[config.mk]
export PLATFORM = sky130hd
export DESIGN_NAME = memory_port_arbiter_flat
export DESIGN_NICKNAME = d
export VERILOG_FILES = /design/src/rtl/memory_arbiter_pkg.sv /design/src/rtl/peripheral_memory_interface.sv /design/src/rtl/read_tag_pipeline.sv /design/src/rtl/memory_port_arbiter.sv /design/src/flat_wrapper.sv
export SDC_FILE = /design/constraint.sdc
export NUM_CORES = 1
export LEC_CHECK = 0
export BUFFER_PORTS_ARGS = -buffer_cell sky130_fd_sc_hd__buf_2
export CORE_MARGIN = 8
export CORE_UTILIZATION = 30
export CTS_CLUSTER_DIAMETER = 40
export DETAILED_ROUTE_END_ITERATION = 12
export GPL_ROUTABILITY_DRIVEN = 0
export PLACE_DENSITY_LB_ADDON = 0.3
export SLEW_MARGIN = 20
export SYNTH_ARGS = -nofsm -noshare
export SYNTH_HDL_FRONTEND = slang
export SYNTH_SLANG_ARGS = --single-unit
[constraint.sdc]
create_clock -name clk -period 2.8 [get_ports clk]
set_input_delay 0.56 -clock clk [delete_from_list [all_inputs] [get_ports clk]]
set_output_delay 0.56 -clock clk [all_outputs]
set_load 0.02 [all_outputs]
[src/rtl/memory_arbiter_pkg.sv]
// Shared types for the two-port memory arbiter.
package memory_arbiter_pkg;

    typedef enum logic {
        REQ_A = 1'b0,
        REQ_B = 1'b1
    } requester_t;

    typedef struct packed {
        logic       valid;
        requester_t owner;
    } read_tag_t;

    localparam read_tag_t TAG_IDLE = '{valid: 1'b0, owner: REQ_A};

endpackage : memory_arbiter_pkg

[src/rtl/peripheral_memory_interface.sv]
// Connection bundle between the arbiter and the single-port RAM.
interface peripheral_memory_interface #(
    parameter int unsigned DATAWIDTH    = 32,
    parameter int unsigned ADDRESSWIDTH = 8
);
    logic                    clk;
    logic                    reset;
    logic                    read_en;
    logic                    write_en;
    logic [ADDRESSWIDTH-1:0] address;
    logic [DATAWIDTH-1:0]    data_in;
    logic [DATAWIDTH-1:0]    data_out;

    modport out (
        output clk, reset, read_en, write_en, address, data_in,
        input  data_out
    );

    modport ram (
        input  clk, reset, read_en, write_en, address, data_in,
        output data_out
    );
endinterface : peripheral_memory_interface

[src/rtl/read_tag_pipeline.sv]
// Delay line carrying {valid, owner} of each accepted read until its RAM data returns.
module read_tag_pipeline
    import memory_arbiter_pkg::*;
#(
    parameter int unsigned LATENCY = 1
) (
    input  logic      clk,
    input  logic      rst_n,
    input  read_tag_t tag_i,
    output read_tag_t tag_o
);

    read_tag_t tag_q [LATENCY];
    read_tag_t tag_d [LATENCY];

    // Next stage contents: new tag enters stage 0, others shift by one.
    always_comb begin
        tag_d[0] = tag_i;
        for (int unsigned i = 1; i < LATENCY; i++) begin
            tag_d[i] = tag_q[i-1];
        end
    end

    // Stage registers; reset drops every in-flight read.
    always_ff @(posedge clk or negedge rst_n) begin
        if (!rst_n) begin
            for (int unsigned i = 0; i < LATENCY; i++) begin
                tag_q[i] <= TAG_IDLE;
            end
        end else begin
            for (int unsigned i = 0; i < LATENCY; i++) begin
                tag_q[i] <= tag_d[i];
            end
        end
    end

    assign tag_o = tag_q[LATENCY-1];

endmodule : read_tag_pipeline

[src/rtl/memory_port_arbiter.sv]
// Round-robin sharing of one single-port RAM between requesters A and B,
// with read-after-write stalling and tagged read-data return.
module memory_port_arbiter
    import memory_arbiter_pkg::*;
#(
    parameter int unsigned DATAWIDTH     = 32,
    parameter int unsigned DATADEPTH     = 256,
    parameter int unsigned LATENCY       = 1,
    parameter int unsigned ADDRESSWIDTH  = $clog2(DATADEPTH),
    parameter int unsigned HAZARD_CYCLES = 1
) (
    input  logic                    clk,
    input  logic                    reset_n,
    input  logic                    a_read,
    input  logic                    a_write,
    input  logic [ADDRESSWIDTH-1:0] a_address,
    input  logic [31:0]             a_data_in,
    output logic                    a_ready,
    output logic                    a_read_valid,
    output logic [31:0]             a_data_out,
    input  logic                    b_read,
    input  logic                    b_write,
    input  logic [ADDRESSWIDTH-1:0] b_address,
    input  logic [31:0]             b_data_in,
    output logic                    b_ready,
    output logic                    b_read_valid,
    output logic [31:0]             b_data_out,
    peripheral_memory_interface.out mem_io
);

    requester_t              last_grant_q, last_grant_d;
    logic                    hist_valid_q [HAZARD_CYCLES];
    logic                    hist_valid_d [HAZARD_CYCLES];
    logic [ADDRESSWIDTH-1:0] hist_addr_q  [HAZARD_CYCLES];
    logic [ADDRESSWIDTH-1:0] hist_addr_d  [HAZARD_CYCLES];

    logic      a_hazard, b_hazard;
    logic      a_elig, b_elig;
    logic      a_grant, b_grant;
    logic      rd_en, wr_en;
    read_tag_t tag_in, tag_out;

    // Reads to an address written within the stale-data window must wait.
    always_comb begin
        a_hazard = 1'b0;
        b_hazard = 1'b0;
        for (int unsigned i = 0; i < HAZARD_CYCLES; i++) begin
            if (hist_valid_q[i] && hist_addr_q[i] == a_address) a_hazard = 1'b1;
            if (hist_valid_q[i] && hist_addr_q[i] == b_address) b_hazard = 1'b1;
        end
    end

    assign a_elig = a_write || (a_read && !a_hazard);
    assign b_elig = b_write || (b_read && !b_hazard);

    // Under contention the requester that was not served last wins.
    assign a_grant = a_elig && (!b_elig || last_grant_q == REQ_B);
    assign b_grant = b_elig && (!a_elig || last_grant_q == REQ_A);

    assign a_ready = reset_n && a_grant;
    assign b_ready = reset_n && b_grant;

    // A request with both strobes set is executed as a write only.
    assign wr_en = (a_ready && a_write) || (b_ready && b_write);
    assign rd_en = (a_ready && a_read && !a_write) || (b_ready && b_read && !b_write);

    assign mem_io.clk      = clk;
    assign mem_io.reset    = !reset_n;
    assign mem_io.read_en  = rd_en;
    assign mem_io.write_en = wr_en;
    assign mem_io.address  = b_ready ? b_address : a_address;
    assign mem_io.data_in  = DATAWIDTH'(b_ready ? b_data_in : a_data_in);

    // Next arbitration pointer and write-history contents.
    always_comb begin
        last_grant_d = last_grant_q;
        if (a_ready) begin
            last_grant_d = REQ_A;
        end else if (b_ready) begin
            last_grant_d = REQ_B;
        end
        hist_valid_d[0] = wr_en;
        hist_addr_d[0]  = mem_io.address;
        for (int unsigned i = 1; i < HAZARD_CYCLES; i++) begin
            hist_valid_d[i] = hist_valid_q[i-1];
            hist_addr_d[i]  = hist_addr_q[i-1];
        end
    end

    // Arbitration pointer and write-history registers.
    always_ff @(posedge clk or negedge reset_n) begin
        if (!reset_n) begin
            last_grant_q <= REQ_B;
            for (int unsigned i = 0; i < HAZARD_CYCLES; i++) begin
                hist_valid_q[i] <= 1'b0;
                hist_addr_q[i]  <= '0;
            end
        end else begin
            last_grant_q <= last_grant_d;
            for (int unsigned i = 0; i < HAZARD_CYCLES; i++) begin
                hist_valid_q[i] <= hist_valid_d[i];
                hist_addr_q[i]  <= hist_addr_d[i];
            end
        end
    end

    assign tag_in = '{valid: rd_en, owner: (b_ready ? REQ_B : REQ_A)};

    read_tag_pipeline #(
        .LATENCY (LATENCY)
    ) u_tag_pipe (
        .clk   (clk),
        .rst_n (reset_n),
        .tag_i (tag_in),
        .tag_o (tag_out)
    );

    // Steer returning RAM data to the owner of the matching read.
    assign a_read_valid = tag_out.valid && tag_out.owner == REQ_A;
    assign b_read_valid = tag_out.valid && tag_out.owner == REQ_B;
    assign a_data_out   = a_read_valid ? 32'(mem_io.data_out) : 32'h0;
    assign b_data_out   = b_read_valid ? 32'(mem_io.data_out) : 32'h0;

endmodule : memory_port_arbiter

[src/flat_wrapper.sv]
// flat-port wrapper written by rule: the top's interface ports become plain ports
module memory_port_arbiter_flat import memory_arbiter_pkg::*;
#(
    parameter int unsigned DATAWIDTH     = 32,
    parameter int unsigned DATADEPTH     = 256,
    parameter int unsigned LATENCY       = 1,
    parameter int unsigned ADDRESSWIDTH  = $clog2(DATADEPTH),
    parameter int unsigned HAZARD_CYCLES = 1
)
  (clk, reset_n, a_read, a_write, a_address, a_data_in, a_ready, a_read_valid, a_data_out, b_read, b_write, b_address, b_data_in, b_ready, b_read_valid, b_data_out, mem_io_clk, mem_io_reset, mem_io_read_en, mem_io_write_en, mem_io_address, mem_io_data_in, mem_io_data_out);
  peripheral_memory_interface #(.DATAWIDTH(DATAWIDTH), .ADDRESSWIDTH(ADDRESSWIDTH)) mem_io_i ();
  input  logic clk;
  input  logic reset_n;
  input  logic a_read;
  input  logic a_write;
  input  logic [ADDRESSWIDTH-1:0] a_address;
  input  logic [31:0] a_data_in;
  output logic a_ready;
  output logic a_read_valid;
  output logic [31:0] a_data_out;
  input  logic b_read;
  input  logic b_write;
  input  logic [ADDRESSWIDTH-1:0] b_address;
  input  logic [31:0] b_data_in;
  output logic b_ready;
  output logic b_read_valid;
  output logic [31:0] b_data_out;
  output wire logic [$bits(mem_io_i.clk)-1:0] mem_io_clk;
  output wire logic [$bits(mem_io_i.reset)-1:0] mem_io_reset;
  output wire logic [$bits(mem_io_i.read_en)-1:0] mem_io_read_en;
  output wire logic [$bits(mem_io_i.write_en)-1:0] mem_io_write_en;
  output wire logic [$bits(mem_io_i.address)-1:0] mem_io_address;
  output wire logic [$bits(mem_io_i.data_in)-1:0] mem_io_data_in;
  input wire logic [$bits(mem_io_i.data_out)-1:0] mem_io_data_out;
  assign mem_io_clk = mem_io_i.clk;
  assign mem_io_reset = mem_io_i.reset;
  assign mem_io_read_en = mem_io_i.read_en;
  assign mem_io_write_en = mem_io_i.write_en;
  assign mem_io_address = mem_io_i.address;
  assign mem_io_data_in = mem_io_i.data_in;
  assign mem_io_i.data_out = mem_io_data_out;
  memory_port_arbiter #(.DATAWIDTH(DATAWIDTH), .DATADEPTH(DATADEPTH), .LATENCY(LATENCY), .ADDRESSWIDTH(ADDRESSWIDTH), .HAZARD_CYCLES(HAZARD_CYCLES)) u_core (.clk(clk), .reset_n(reset_n), .a_read(a_read), .a_write(a_write), .a_address(a_address), .a_data_in(a_data_in), .a_ready(a_ready), .a_read_valid(a_read_valid), .a_data_out(a_data_out), .b_read(b_read), .b_write(b_write), .b_address(b_address), .b_data_in(b_data_in), .b_ready(b_ready), .b_read_valid(b_read_valid), .b_data_out(b_data_out), .mem_io(mem_io_i));
endmodule
== Word-level counts from Yosys, hierarchy flattened ==
Cells that the tools add are included.
Storage, ports and cells
  flip-flop bits (word level): 12
  bits of input ports: 118
  logic and storage cells: 48
Operators by class
  equality and inequality tests: 2
  muxes and demuxes: 9
  bitwise operators: 2
  reduce and logical (&&, ||, !) cells: 30
Operators with widths (count)
  two-way mux 32 bit: 3
  equality test 8 bit: 2
  logical AND 1 bit: 16
  two-way mux 8 bit: 1
  logical NOT 1 bit: 7
  logical OR 1 bit: 6
  two-way mux 1 bit: 5
  NOT 1 bit: 2
  nonzero test 2 bit: 1

== Longest topological paths before layout ==
Gate-level depths: netlist (run 1).
  depth after elaboration: 13
  depth in mapped cells: 6
  mapped depth without buffers: 5

== By module ==
From an unflattened synthesis (run 1), not the netlist that was laid out.
Second synthesis, totals
  cell total of the unflattened synthesis: 175
  area, all modules: 1721.7 um^2
Modules (own cells, without submodules)
  memory_port_arbiter: instances 1, cells an instance 173, area each 1671.6 um^2
  read_tag_pipeline: instances 1, cells an instance 2, area each 50.0 um^2

==> results of run 1 <==
cell usage after synthesis:
| cell type | number |
|---|---|
| nor2b_1 | 3 |
| o211ai_1 | 1 |
| a31oi_1 | 1 |
| o21ai_4 | 1 |
| buf_6 | 4 |
| dfrtp_1 | 11 |
| xnor2_1 | 6 |
| nand4_1 | 1 |
| a21boi_0 | 1 |
| nor3_1 | 1 |
| nor2_1 | 4 |
| a211o_1 | 1 |
| nor4_1 | 1 |
| clkbuf_1 | 9 |
| nand3_1 | 2 |
| mux2_2 | 40 |
| nor4_4 | 1 |
| and3_1 | 32 |
| o21ai_0 | 4 |
| buf_4 | 1 |
| nand2b_1 | 1 |
| xor2_1 | 10 |
| inv_1 | 2 |
| nor3b_1 | 1 |
| dfstp_2 | 1 |
| and2_1 | 33 |
| a21oi_1 | 3 |
| a21bo_2 | 1 |
cell families (layout without fill, tap and decap cells):
group | after synthesis | after routing | share of synthesized area
AND/OR/NAND/NOR | 80 | 80 | 0.318
flip-flops | 12 | 12 | 0.191
multiplexers | 40 | 40 | 0.285
AO/OA/AOI/OAI | 13 | 13 | 0.0578
buffers and inverters | 16 | 247 | 0.0594
XOR/XNOR | 16 | 16 | 0.0887
state kept, by name, summed over array words and instances, names as in the netlist:
| name | count |
|---|---|
| u_core.u_tag_pipe.tag_o | 2 |
| u_core.hist_addr_q | 8 |
| u_core.last_grant_q | 1 |
| u_core.hist_valid_q | 1 |
layer usage:
| layer | GRT usage | vias to the layer above | wire length [µm] |
|---|---|---|---|
| li1 | - | 1082 | - |
| met1 | 0.181 | 976 | 2850 |
| met2 | 0.306 | 110 | 4140 |
| met3 | 0.0529 | 11 | 778 |
| met4 | 0.0599 | 0 | 91 |
| met5 | 0 | - | 0 |
cell type report:
| cell class | count | share of cell area |
|---|---|---|
| timing repair buffer | 237 | 0.428 |
| tap | 70 | 0.0293 |
| sequential | 12 | 0.101 |
| multi-input combinational | 149 | 0.408 |
| clock buffer | 8 | 0.0305 |
| inverter | 2 | 0.00251 |
timing repair:
| action | 4_1_cts | 5_1_grt |
|---|---|---|
| pin swaps | 1 | 0 |
| setup buffers | 0 | 1 |
| endpoints found under the setup margin | 40 | 41 |
| resized for setup | 6 | 19 |
report_power, final:
part,switching (µW),internal [µW]
combinational,310,267
clock,112,201
sequential,14.2,194
stage by stage:
| step | utilization | std cells | setup TNS [ps] | power [µW] |
|---|---|---|---|---|
| after floorplan | - | 177 | 0 | 583 |
| after global placement | 0.551 | 470 | 0 | 786 |
| after detailed placement | 0.551 | 470 | -272 | 794 |
| after CTS | 0.572 | 477 | -1000 | 1090 |
| after global routing | 0.585 | 478 | -4680 | 1160 |
| final | 0.585 | 478 | -1310 | 1100 |
worst paths after layout:
kind	end	cells past startpoint	slack [ps]
hold / removal	u_core.hist_addr_q[5]$_DFF_PN0_	2	160
max in group asynchronous	u_core.last_grant_q$_DFFE_PN1P_	2	2400
min in group clk	u_core.hist_addr_q[1]$_DFF_PN0_	2	480
hold reg to reg	u_core.last_grant_q$_DFFE_PN1P_	2	510
setup reg to reg	u_core.hist_addr_q[3]$_DFF_PN0_	6	920
setup / recovery	mem_io_data_in[19]	7	-50
worst max-delay path: cells and delay by family, from the launching register on:
kind	cells	cell delay, ps
AO/OA/AOI/OAI	2	300
XOR/XNOR	1	160
buffers and inverters	2	360
flip-flops	1	390
multiplexers	1	350
AND/OR/NAND/NOR	1	360
==> flow_summary.json, run 1 <==
{
  "outcome": "finished, violations left",
  "violations": "negative setup slack",
  "reg2reg_from": "u_core.hist_addr_q[5]$_DFF_PN0_",
  "worstSetupStartpoint": "u_core.hist_addr_q[5]$_DFF_PN0_",
  "finalNetCount": 527,
  "wl_um": 7870,
  "ys_types": 28,
  "ys_warn_count": 0,
  "final-setup-viol-count": 35,
  "synth_top_area_frac": 0.285,
  "crit_type": "reg -> out",
  "die_w_um": 88.6,
  "final_cell_area_um2": 2990,
  "maxSlewViolCount": 0,
  "synth_nets": 295,
  "cts_tree": "built",
  "most-common-layout-cells": "buf_2 (216), mux2_2 (35), and2_1 (33)",
  "crit_chain": "xor2_1 -> nor4_2 -> a31oi_2 -> o21ai_4 -> buf_12 -> mux2_2 -> buf_4",
  "placed_area_um2": 2810,
  "multi_input_area_um2": 1220,
  "grt_pass1_wl_um": 10600,
  "ys_ff_latch": 12,
  "tightest_slew_ps": 309,
  "synthCells": 177,
  "path_clk_slew_ps": 60,
  "dieHeight_um": 88.6,
  "vdd_drop_max_uv": 505,
  "coreArea_um2": 5110,
  "grt_pass1_vias": 2201,
  "rsz0062_at_grt": "yes",
  "period_share": 1.02,
  "syn_to_final_growth_pct": 89.2,
  "via_count": 2179,
  "hold_violations": 0,
  "yosys.area.top_type": "mux2_2",
  "p_leak_uw": 0.00186,
  "detail-route-antenna-nets": 0,
  "syn_avg_cell_area_um2": 8.93,
  "synth.top_cells.by_area": "mux2_2 (29%), dfrtp_1 (17%), and2_1 (13%)",
  "vias_per_cell": 4.56,
  "drt_pass1_iterations": 4,
  "final.min_clock_period_ps": 2850,
  "hold_ws_ps": 155,
  "drive_above_1_share": 0.713,
  "port_buffers": 229,
  "clk_latency_ps": 350,
  "hold_class": "in -> async",
  "syn_area_um2": 1580,
  "timing.fmax_mhz": 351,
  "start_kind": "flip-flop",
  "hold_buffers": 0,
  "crit_slowest_cell": "dfrtp_1",
  "grt_usage": 0.170,
  "nFillCells": 465,
  "endpoint_kind": "primary output",
  "power_density_nw_per_um2": 368,
  "grt_antenna_before_repair": 0,
  "overflow": 0,
  "register_area_um2": 302,
  "drc_errors": 0,
  "arrival_ps": 2290,
  "seq_area_frac_synth": 0.191,
  "grt_max_degree": 35,
  "worstPathRequired_ps": 2240,
  "worst_slack_ps": -51.7,
  "wl_per_cell_um": 16.5,
  "drt-initial-drc-count": 44,
  "n_antenna_cell": 0,
  "drv_cap": 0,
  "layout_commonest_cell": "buf_2",
  "row_count": 26,
  "place_ws_ps": -18.6,
  "fin_skew_ps": 2.16,
  "place_hpwl_um": 6600,
  "dieArea_um2": 7850,
  "io_pins": 230,
  "max_stage_delay_ps": 390,
  "cp_max_fo": 25,
  "slew_headroom": 0.793,
  "initial_utilization": 0.309
}
Power figures use the tool's default switching activity.
==> run 2: changes to the inputs <==
- clock period: 2.8 -> 3.15 ns (I/O delays scaled with it)
==> run 2 against run 1 <==
- the run now ends clean
- core utilization shrank 1.8 points
- register-to-register slack better by 330 ps
- die area stayed put
- hold slack gained 68 ps
- combinational power shrank 16%
- final cell count fell by 0.63%
- sequential power down 11%
- clock power shrank 5%
- highest routed layer unchanged
==> flow_summary.json, run 2 (synthesis results as in run 1) <==
{
  "outcome": "finished, final reports clean",
  "drive_above_1_share": 0.709,
  "port_buffers": 229,
  "worst_slack_ps": 209,
  "hold_buffers": 0,
  "endpoint_kind": "primary output",
  "timing.fmax_mhz": 340,
  "arrival_ps": 2310,
  "worstPathRequired_ps": 2520,
  "die_w_um": 88.6,
  "grt_pass1_wl_um": 10400,
  "vdd_drop_max_uv": 358,
  "row_count": 26,
  "crit_type": "reg -> out",
  "start_kind": "flip-flop",
  "drt_pass1_iterations": 6,
  "hold_violations": 0,
  "wl_per_cell_um": 15.7,
  "drv_cap": 0,
  "coreArea_um2": 5110,
  "slew_headroom": 0.628,
  "grt_usage": 0.165,
  "hold_class": "in -> async",
  "crit_slowest_cell": "dfrtp_1",
  "cts_tree": "built",
  "layout_commonest_cell": "buf_2",
  "most-common-layout-cells": "buf_2 (229), mux2_2 (40), and2_1 (33)",
  "final.min_clock_period_ps": 2940,
  "place_hpwl_um": 6420,
  "path_clk_slew_ps": 50,
  "n_antenna_cell": 0,
  "setup_tns_ps": 0,
  "place_ws_ps": 186,
  "p_leak_uw": 0.00181,
  "syn_to_final_growth_pct": 83.5,
  "cp_max_fo": 25,
  "cp_top_family": "flip-flops",
  "finish.utilization": 0.568,
  "final-setup-viol-count": 0,
  "maxSlewViolCount": 0,
  "period_share": 0.934,
  "grt_antenna_before_repair": 0,
  "io_pins": 230,
  "dieHeight_um": 88.6,
  "largest_reg_flops": 8,
  "overflow": 0,
  "via_count": 2122,
  "grt_pass1_vias": 2190,
  "max_stage_delay_ps": 390,
  "detail-route-antenna-nets": 0,
  "finalNetCount": 524,
  "drc_errors": 0,
  "wl_um": 7450,
  "cp.buffers_inverters": 2,
  "initial_utilization": 0.309,
  "grt_max_degree": 35,
  "fin_skew_ps": 2.07,
  "clk_latency_ps": 350,
  "dieArea_um2": 7850,
  "vias_per_cell": 4.47,
  "top_register": "u_core.hist_addr_q",
  "crit_chain": "xor2_1 -> nor4_2 -> a31oi_1 -> o21ai_4 -> buf_12 -> mux2_2 -> buf_2",
  "post_cts_buffers": 0,
  "rsz0062_at_grt": "no",
  "tightest_slew_ps": 553,
  "power_density_nw_per_um2": 333,
  "drt-initial-drc-count": 28
}
run 2: worst paths after layout:
kind	from	slack [ps]	to	depth (start not counted)
max in group asynchronous	reset_n	2690	u_core.last_grant_q$_DFFE_PN1P_	2
min in group clk	u_core.last_grant_q$_DFFE_PN1P_	520	u_core.last_grant_q$_DFFE_PN1P_	2
worst min register to register	u_core.last_grant_q$_DFFE_PN1P_	520	u_core.last_grant_q$_DFFE_PN1P_	2
worst max register to register	u_core.hist_addr_q[1]$_DFF_PN0_	1250	u_core.hist_addr_q[0]$_DFF_PN0_	6
worst max-delay path	u_core.hist_addr_q[1]$_DFF_PN0_	210	mem_io_data_in[19]	7
worst min-delay path	reset_n	220	u_core.hist_addr_q[7]$_DFF_PN0_	2
run 2: power by group:
group / switching [µW] / internal (µW) / total (µW)
sequential: 12.7 / 173 / 186
combinational: 266 / 216 / 482
clock: 97.7 / 200 / 298
run 2: worst register-to-register path, stage by stage (launching register included):
cell and delay (ps):
dfrtp_1 390, xor2_1 180, nor4_2 330, a31oi_1 190, o21ai_4 130, buf_12 180
mux2_2 360
run 2: area by class of cell:
class / instances / area (µm²)
fillers: 474 / 2210
flip-flops and latches: 12 / 302
clock buffers: 8 / 101
well taps: 70 / 87.6
inverters: 2 / 7.51
multi-input cells: 149 / 1190
repair buffers: 234 / 1210
run 2: metal layers:
| metal | GRT usage | part of all wire | vias to the layer above |
|---|---|---|---|
| li1 | - | - | 1071 |
| met1 | 0.169 | 0.36 | 934 |
| met2 | 0.299 | 0.52 | 108 |
| met3 | 0.0594 | 0.12 | 9 |
| met4 | 0.0599 | 0.0095 | 0 |
| met5 | 0 | 0 | - |
run 2: through the flow:
stage / hold slack (ps) / power (µW) / cell area, µm² / cells
floorplan: 334 / 518 / 1580 / 177
global placement: 521 / 696 / 2800 / 468
detailed placement: 515 / 699 / 2800 / 468
CTS: 225 / 976 / 2890 / 475
global route: 234 / 1020 / 2900 / 475
finish: 223 / 965 / 2900 / 475
run 2: repair_timing:
action,4_1_cts,5_1_grt
hold endpoints to repair,0,0
resized for setup,0,1
endpoints found under the setup margin,0,35
==> run 3: changes to the inputs <==
- CORE_AREA: default -> 5 5 86 88
- CORE_MARGIN: 8 -> default
- CORE_UTILIZATION: 30 -> default
- DIE_AREA: default -> 0 0 91 93
- SETUP_SLACK_MARGIN: default -> 0.4
==> run 3 against run 2 <==
- sequential share of layout area is 0.45 points lower
- clock power is 7.7% lower
- maximum frequency is 0.71% higher
- largest cell class unchanged
- largest power group unchanged
==> flow_summary.json, run 3 (synthesis results as in run 1) <==
{
  "setup_tns_ps": 0,
  "slew_headroom": 0.641,
  "cts_tree": "built",
  "die_w_um": 91,
  "p_leak_uw": 0.00188,
  "drt-initial-drc-count": 55,
  "crit_chain": "buf_6 -> xor2_1 -> nor4_2 -> a31oi_2 -> o21ai_4 -> buf_12 -> mux2_2 -> buf_2",
  "coreArea_um2": 6570,
  "grt_usage": 0.151,
  "grt_max_degree": 35,
  "overflow": 0,
  "gr-usage-met3": 0.0426,
  "row_count": 30,
  "cp.buffers_inverters": 3,
  "dp.cells": 480,
  "finalNetCount": 531,
  "place_hpwl_um": 6090,
  "busiest_layer": "met2",
  "final.min_clock_period_ps": 2920,
  "period_share": 0.927,
  "detail-route-antenna-nets": 0,
  "grt_pass1_wl_um": 10700,
  "timing.fmax_mhz": 342,
  "n_antenna_cell": 0,
  "initial_utilization": 0.241,
  "syn_to_final_growth_pct": 91.9,
  "crit_type": "in -> out",
  "layout_commonest_cell": "buf_2",
  "hold_class": "in -> async",
  "fin_skew_ps": 1.40,
  "rsz0062_at_grt": "yes",
  "clk_latency_ps": 340,
  "met1_usage": 0.180,
  "cp_max_fo": 22,
  "hold_buffers": 0,
  "wl_per_cell_um": 14.4,
  "dieArea_um2": 8460,
  "io_pins": 230,
  "drt_pass1_iterations": 4,
  "path_clk_slew_ps": 50,
  "vdd_drop_max_uv": 453,
  "met2_usage": 0.266,
  "vias_per_cell": 4.37,
  "outcome": "finished, final reports clean",
  "hold_violations": 0,
  "worstSetupStartpoint": "b_address[5]",
  "reg2reg_from": "u_core.hist_addr_q[5]$_DFF_PN0_",
  "crit_slowest_cell": "nor4_2",
  "cp_top_family": "buffers and inverters",
  "place_ws_ps": 122,
  "arrival_ps": 2290,
  "tightest_slew_ps": 533,
  "drc_errors": 0,
  "wl_um": 7070,
  "worst_slack_ps": 230,
  "grt_antenna_before_repair": 0,
  "most-common-layout-cells": "buf_2 (222), mux2_2 (36), and2_1 (33)",
  "max_stage_delay_ps": 350,
  "worstPathRequired_ps": 2520,
  "drive_above_1_share": 0.721,
  "grt_pass1_vias": 2130,
  "via_count": 2148,
  "dieHeight_um": 93,
  "largest_reg_flops": 8,
  "final-setup-viol-count": 0,
  "drv_cap": 0,
  "endpoint_kind": "primary output",
  "final_cell_count_no_fill": 492,
  "power_density_nw_per_um2": 320,
  "start_kind": "input port",
  "hold_ws_ps": 224,
  "top_register": "u_core.hist_addr_q",
  "port_buffers": 229,
  "maxSlewViolCount": 0,
  "nFillCells": 657
}
run 3: what timing repair did:
| item | CTS | global route |
|---|---|---|
| endpoints found under the setup margin | 42 | 42 |
| resized for setup | 17 | 4 |
| endpoints found under the hold margin | 0 | 0 |
| pin swaps | 1 | 4 |
| setup buffers | 3 | 2 |
run 3: final timing paths:
kind,end,slack (ps),depth (start not counted)
worst max-delay path,mem_io_data_in[28],230,8
worst min-delay path,u_core.u_tag_pipe.tag_o[1]$_DFF_PN0_,220,2
worst max register to register,u_core.hist_addr_q[0]$_DFF_PN0_,1280,6
worst min register to register,u_core.last_grant_q$_DFFE_PN1P_,520,2
max in group asynchronous,u_core.last_grant_q$_DFFE_PN1P_,2690,2
min in group clk,u_core.last_grant_q$_DFFE_PN1P_,520,2
run 3: cell type report:
cell class | count | area, µm² | share of cell area
timing repair buffer | 241 | 1300 | 0.430
multi-input combinational | 149 | 1230 | 0.405
sequential | 12 | 302 | 0.0994
tap | 80 | 100 | 0.0330
clock buffer | 8 | 91.3 | 0.0301
inverter | 2 | 7.51 | 0.00248
run 3: metrics by stage:
stage	total power, µW	utilization	area [µm²]
after detailed placement	702	0.430	2830
after floorplan	518	-	1580
final	971	0.462	3030
after global placement	697	0.430	2830
after CTS	978	0.457	3000
after global routing	1030	0.462	3030
run 3: report_power, final:
group / leakage [µW] / switching (µW) / internal, µW
Combinational: 0.00169 / 274 / 237
Clock: 0.0000483 / 96.5 / 179
Sequential: 0.000143 / 11.9 / 173
Total: 0.00188 / 382 / 589
run 3: layer usage:
metal,vias up,share of wire
met1,943,0.39
li1,1090,-
met3,9,0.091
met5,-,0
met2,106,0.51
met4,0,0.011
